$ cat src/rtl/bin2bcd_seq_if.sv
// Handshake bundle for bin2bcd_seq: binary request channel and BCD result channel.
interface bin2bcd_seq_if #(
    parameter int p_nbits   = 8,
    parameter int p_ndigits = 3
);
    logic                   in_val;
    logic                   in_rdy;
    logic [p_nbits-1:0]     in_;
    logic                   out_val;
    logic                   out_rdy;
    logic [4*p_ndigits-1:0] out;

    modport master (
        output in_val, in_, out_rdy,
        input  in_rdy, out_val, out
    );

    modport slave (
        input  in_val, in_, out_rdy,
        output in_rdy, out_val, out
    );
endinterface

$ cat src/rtl/bin2bcd_seq.sv
// Iterative double-dabble binary-to-BCD converter, one shift-and-add-3 step per cycle.
// All handshake outputs are registered; out is zero whenever out_val is low.
module bin2bcd_seq #(
    parameter int p_nbits   = 8,
    parameter int p_ndigits = 3
) (
    input  logic          clk,
    input  logic          reset,
    bin2bcd_seq_if.slave  io
);
    localparam int CW = (p_nbits > 1) ? $clog2(p_nbits) : 1;
    localparam int DW = 4 * p_ndigits;

    typedef enum logic [1:0] {
        IDLE = 2'd0,
        CALC = 2'd1,
        DONE = 2'd2
    } state_t;

    state_t               state_q, state_d;
    logic [p_nbits-1:0]   bin_q, bin_d;
    logic [DW-1:0]        dig_q, dig_d;
    logic [CW-1:0]        cnt_q, cnt_d;
    logic                 in_rdy_q, in_rdy_d;
    logic                 out_val_q, out_val_d;
    logic [DW-1:0]        out_q, out_d;
    logic [DW-1:0]        dig_adj_s;
    logic [DW+p_nbits-1:0] shift_s;

    // Digits are corrected independently; no carry crosses a digit boundary.
    function automatic logic [DW-1:0] add3_digits(input logic [DW-1:0] d);
        logic [DW-1:0] r;
        r = d;
        for (int i = 0; i < p_ndigits; i++) begin
            if (d[4*i +: 4] >= 4'd5) begin
                r[4*i +: 4] = d[4*i +: 4] + 4'd3;
            end else begin
                r[4*i +: 4] = d[4*i +: 4];
            end
        end
        return r;
    endfunction

    // Next-state and next-output computation for the converter FSM.
    always_comb begin
        dig_adj_s = add3_digits(dig_q);
        shift_s   = {dig_adj_s, bin_q} << 1'b1;
        state_d   = state_q;
        bin_d     = bin_q;
        dig_d     = dig_q;
        cnt_d     = cnt_q;
        in_rdy_d  = in_rdy_q;
        out_val_d = out_val_q;
        out_d     = out_q;
        case (state_q)
            IDLE: begin
                if (io.in_val) begin
                    state_d  = CALC;
                    bin_d    = io.in_;
                    dig_d    = {DW{1'b0}};
                    cnt_d    = {CW{1'b0}};
                    in_rdy_d = 1'b0;
                end else begin
                    in_rdy_d  = 1'b1;
                    out_val_d = 1'b0;
                    out_d     = {DW{1'b0}};
                end
            end
            CALC: begin
                dig_d = shift_s[DW+p_nbits-1 -: DW];
                bin_d = shift_s[p_nbits-1:0];
                cnt_d = cnt_q + CW'(1'b1);
                if (cnt_q == CW'(p_nbits - 1)) begin
                    state_d   = DONE;
                    out_val_d = 1'b1;
                    out_d     = shift_s[DW+p_nbits-1 -: DW];
                end else begin
                    out_val_d = 1'b0;
                    out_d     = {DW{1'b0}};
                end
            end
            DONE: begin
                if (io.out_rdy) begin
                    state_d   = IDLE;
                    in_rdy_d  = 1'b1;
                    out_val_d = 1'b0;
                    out_d     = {DW{1'b0}};
                end else begin
                    state_d   = DONE;
                end
            end
            default: begin
                state_d   = IDLE;
                in_rdy_d  = 1'b1;
                out_val_d = 1'b0;
                out_d     = {DW{1'b0}};
            end
        endcase
    end

    // State and output registers with synchronous reset.
    always_ff @(posedge clk) begin
        if (reset) begin
            state_q   <= IDLE;
            bin_q     <= {p_nbits{1'b0}};
            dig_q     <= {DW{1'b0}};
            cnt_q     <= {CW{1'b0}};
            in_rdy_q  <= 1'b1;
            out_val_q <= 1'b0;
            out_q     <= {DW{1'b0}};
        end else begin
            state_q   <= state_d;
            bin_q     <= bin_d;
            dig_q     <= dig_d;
            cnt_q     <= cnt_d;
            in_rdy_q  <= in_rdy_d;
            out_val_q <= out_val_d;
            out_q     <= out_d;
        end
    end

    assign io.in_rdy  = in_rdy_q;
    assign io.out_val = out_val_q;
    assign io.out     = out_q;
endmodule

$ cat src/flat_wrapper.sv
// flat-port wrapper written by rule: the top's interface ports become plain ports
module bin2bcd_seq_flat 
#(
    parameter int p_nbits   = 8,
    parameter int p_ndigits = 3
)
  (clk, reset, io_in_val, io_in_, io_out_rdy, io_in_rdy, io_out_val, io_out);
  bin2bcd_seq_if #(.p_nbits(p_nbits), .p_ndigits(p_ndigits)) io_i ();
  input  logic clk;
  input  logic reset;
  input wire logic [$bits(io_i.in_val)-1:0] io_in_val;
  input wire logic [$bits(io_i.in_)-1:0] io_in_;
  input wire logic [$bits(io_i.out_rdy)-1:0] io_out_rdy;
  output wire logic [$bits(io_i.in_rdy)-1:0] io_in_rdy;
  output wire logic [$bits(io_i.out_val)-1:0] io_out_val;
  output wire logic [$bits(io_i.out)-1:0] io_out;
  assign io_i.in_val = io_in_val;
  assign io_i.in_ = io_in_;
  assign io_i.out_rdy = io_out_rdy;
  assign io_in_rdy = io_i.in_rdy;
  assign io_out_val = io_i.out_val;
  assign io_out = io_i.out;
  bin2bcd_seq #(.p_nbits(p_nbits), .p_ndigits(p_ndigits)) u_core (.clk(clk), .reset(reset), .io(io_i));
endmodule
$ cat config.mk
export PLATFORM = sky130hd
export DESIGN_NAME = bin2bcd_seq_flat
export DESIGN_NICKNAME = d
export VERILOG_FILES = /design/src/rtl/bin2bcd_seq_if.sv /design/src/rtl/bin2bcd_seq.sv /design/src/flat_wrapper.sv
export SDC_FILE = /design/constraint.sdc
export NUM_CORES = 1
export LEC_CHECK = 0
export BUFFER_PORTS_ARGS = -buffer_cell sky130_fd_sc_hd__buf_4
export CAP_MARGIN = 20
export CORE_MARGIN = 4
export CORE_UTILIZATION = 45
export DETAILED_ROUTE_END_ITERATION = 8
export PLACE_DENSITY = 0.65
export SLEW_MARGIN = 20
export SYNTH_ARGS = -nofsm -noshare
export SYNTH_HDL_FRONTEND = slang
export SYNTH_SLANG_ARGS = --single-unit
$ cat constraint.sdc
create_clock -name clk -period 1.47 [get_ports clk]
set_input_delay 0.2205 -clock clk [delete_from_list [all_inputs] [get_ports clk]]
set_output_delay 0.2205 -clock clk [all_outputs]
set_load 0.05 [all_outputs]
==> results list <==
* EDFF count, synth: 0
- Worst skew pair latency: 0.29 ns
- Headroom to the max-slew limit came out at 72.1%.
* Detailed Routing Iterations Pass 1: 4
- Post-layout minimum cycle time: 1.40 ns
* Library cell contributing the largest single delay on the critical path: dfxtp_2
* Routed vias/inst: 5.39
* Effective utilization at floorplan: between 40% and 50%
* Worst hold path type: primary input to flop
- Placeable core area: 3690 um^2
- Internal: roughly 1.7 mW
* Count of buffers added by post-CTS timing repair for setup: 0
* Flop pwr share: 49.9%
- Share of final-layout standard cells stronger than drive strength 1: 27.1%
- Via count of the first global-routing pass: 1312
- Design Power: 2.21 mW
* Sinks on the clock net: 39
- In this run, the combinational gates consume 8.6% of the power.
- Clock-pin slew was measured on the worst setup and hold paths at 0.08 ns.
- Global routing finished with a remaining overflow of 0.
* Average cell area after synthesis: ~9.3 um^2
* Hold buffer count at CTS: 0
- Routed wire length: 3680 um
* RSZ-0062 raised after global routing: false
- Entering global routing, the biggest net connects 30 pins.
- Net switching is 22.2% of the power.
* Global placement routability congestion: 0.872
* Half-perimeter wire length of the detailed placement result: about 2700 um
* Synthesized instance count: 186
* Worst R2R End: u_core.io.out[2]$_SDFFE_PP0P_
- Synth unique cells: 32
- Filler Cell Count: 345
* Peak-usage layer in the global routing report: met2
- Number of failing setup endpoints in the final timing report: 0
* Combinational family with the most area after synthesis: compound AO/OA/AOI/OAI gates
- Prevailing post-synth register cell: dfxtp_1
- Clock power frac: 41.5%
* Syn_nets: 206
- Setup crit start kind: flop
* Per-cell routed wire length: between 10 and 15 um
- Worst IR drop on VDD: 0.628 mV
* Placed cell count: 258
- In this run the critical register-to-register path is launched from u_core.dig_q[1]$_SDFFE_PP0P_.
- The synthesized netlist devotes 17.9% of its cell area to simple gates.
- Measured on the finished design, the core utilization comes to approximately 59%.
* Clk Tree Root Cell: clkbuf_8
- DRC violation count after routing: 0
- In this run, CTS created clock tree buffers numbering 5.
- The critical path ends at u_core.io.out[2]$_SDFFE_PP0P_.
- The floorplan step set the die height to 70.0 um.
- Result of the run: complete, no violations
- For the final database, setup skew stands at 0.00528 ns.
- Counting flops with an async set or reset pin after synthesis yields a share of 0%.
* Maximum buffer depth of the clock tree: 2
- The synthesized design contains 39 register bits.
- The die covers 4900 um^2.
* Share of cell area taken by muxes after synthesis: 2.31%
- After Yosys synthesis, XOR and XNOR cells account for 1.52% of the synthesized area.
* TritonCTS clock tree: yes
- Input and output buffers added on the ports amount to 25.
- Slowest Stage Delay on Critical Path: 0.36 ns
* Met2 usage: 25.9%
- Number of inserted diodes: 0
* Count of cells along the worst register-to-register path: 6
- In this run the power density over the cells is 1020 nW/um^2.
* Maximum achievable frequency: ~700 MHz
* Number of synthesis warnings: 0
* Max Cap Viol: 0
- Final worst path period share: between 90% and 100%
- The multi-input combinational cells in the finished layout cover a total of 912 um^2.
* Cell row count: 22
- Arithmetic-cell share of the synthesized area counting full adders, half adders and majority gates: ~5.8%
* Num ports: 26
- Critical path required time: 1.71 ns
- In the global route stage, met3 resource usage came out at under 10%.
- Worst reg-to-reg setup slack: 0.07 ns
- Summing every instance area after synthesis gives 1730 um^2.
- The total count of max-transition violations in the final report is 0.
- Worst setup path startpoint: u_core.dig_q[1]$_SDFFE_PP0P_
- Data arrival time of the critical path: ~1.6 ns
- First DRT Iteration DRCs: 54
- Class of the most critical setup path: flop to flop
- Global-route track usage on met1: roughly 18%
* Area fraction in compound gates after synthesis: around 22%
- Die extent in x: ~70 um
- Share of the yosys chip area belonging to registers: 45.1%
- Global routing used 15.4% of the available tracks.
* Antenna Nets Post-Route: 0
* Non-Filler Cell Area, Final: 2170 um^2
- Largest fanout on the critical path: 3
* Total via count after detailed routing: 1433
- Leakage dissipation: 0.878 nW
- The sequential cells in the finished layout cover a total of between 700 and 800 um^2.
- At the pin with the least slew margin, the transition time is 0.418 ns.
- In the final design database the tool counted 237 nets.
- The worst setup path is captured at a flop.
- Number of hold violations in the final report: 0
- Cell area reported after detailed placement: approximately 2000 um^2
- The area growth from synthesis to layout is 25.3%.
- H-tree levels: 2
- Final standard cell count with taps included and fillers excluded: 266
* CP cell instances: inv_2, ha_1, nand2b_4, a21oi_4, mux2i_2, a22o_1
* Power dissipated by switching net loads: about 500 uW
* Initial antenna violation count: 0
- The first global-routing pass estimated roughly 6000 um of wire.
[logic make-up after synthesis]
group | after synthesis
AO/OA/AOI/OAI | 51
XOR/XNOR | 3
adder cells (fa/ha/maj) | 8
buffers and inverters | 17
flip-flops | 39
multiplexers | 4
AND/OR/NAND/NOR | 64
[placed cells by master, fill, tap and decap left out, types with 3 or more instances in the layout]
master,instances
a311oi_1,7
clkbuf_8,6
o2bb2ai_1,4
a22oi_1,6
nand2_1,19
nand2b_1,9
xnor2_1,3
buf_4,33
dfxtp_2,3
o21ai_0,4
a22o_1,12
a21oi_1,7
mux2i_1,3
inv_1,6
a32oi_1,4
ha_1,7
dfxtp_1,36
nor2_1,22
[critical path: cells and delay by family (launching register included)]
kind | cells | cell delay, ns
mux | 1 | 0.27
simple gates | 1 | 0.15
fa+ha+maj | 1 | 0.18
flops | 1 | 0.36
buf+inv | 1 | 0.06
compound gates | 2 | 0.33
[cell usage after synthesis, drive strengths merged (3+ instances only)]
cell type	number	area [um^2]
mux2i	4	40.0
a32oi	4	35.0
a311oi	7	61.3
a22oi	6	45.0
nand2b	11	68.8
buf	7	47.5
nand2	19	71.3
clkbuf	3	11.3
xnor2	3	26.3
nor2	25	104
a22o	12	105
ha	8	100
dfxtp	39	781
o21ai	5	25.0
o2bb2ai	4	35.0
inv	7	26.3
a21oi	11	66.3
[how the worst min path moves through the flow]
stage / cells past startpoint / startpoint / end / slack [ns]
after floorplan: 2 / io_in_[1] / u_core.bin_q[1]$_SDFFE_PP0P_ / 0.38
after global placement: 1 / u_core.io.out[4]$_SDFFE_PP0P_ / u_core.io.out[4]$_SDFFE_PP0P_ / 0.45
after detailed placement: 1 / u_core.io.out[8]$_SDFFE_PP0P_ / u_core.io.out[8]$_SDFFE_PP0P_ / 0.45
after CTS: 3 / io_in_[4] / u_core.bin_q[4]$_SDFFE_PP0P_ / 0.19
after global routing: 3 / io_in_[4] / u_core.bin_q[4]$_SDFFE_PP0P_ / 0.19
final: 3 / io_in_[4] / u_core.bin_q[4]$_SDFFE_PP0P_ / 0.20
[power by group through the flow]
| stage | clock network, mW | registers, mW | logic, mW |
|---|---|---|---|
| after floorplan | 0 | 1.13 | 0.117 |
| after global placement | 0 | 1.12 | 0.179 |
| after detailed placement | 0 | 1.13 | 0.185 |
| after CTS | 0.934 | 1.10 | 0.186 |
| after global routing | 0.981 | 1.11 | 0.207 |
| final | 0.916 | 1.10 | 0.189 |
[flip-flops by register name, summed over array words and instances, names as in the netlist]
register,flops
u_core.bin_q,8
u_core.io.in_rdy,1
u_core.cnt_q,3
u_core.state_q,2
u_core.io.out_val,1
u_core.io.out,12
u_core.dig_q,12
[through the flow]
stage	setup WS (ns)	setup TNS, ns	hold WS (ns)
floorplan	0.130	0	0.383
global placement	0.0200	0	0.453
detailed placement	-0.0609	-0.133	0.452
CTS	0.0245	0	0.194
global route	0.000464	0	0.195
finish	0.0674	0	0.200
[timing repair]
| action | in CTS | in global routing |
|---|---|---|
| resized for setup | 3 | 12 |
| pin swaps | 1 | 5 |
| setup endpoints to repair | 5 | 13 |
[per-layer routing]
metal | up-vias | wire (um)
met2 | 28 | 1800
li1 | 716 | -
met5 | - | 0
met4 | 0 | 52
met1 | 683 | 1650
met3 | 6 | 183
[final cells by class]
type / instances / area share, %
Sequential cell: 39 / 36.2
Clock buffer: 6 / 3.81
Tap cell: 48 / 2.77
Clock inverter: 2 / 1.62
Timing Repair Buffer: 34 / 12.3
Multi-Input combinational cell: 130 / 42.1
Inverter: 7 / 1.21
Power figures use the tool's default switching activity.
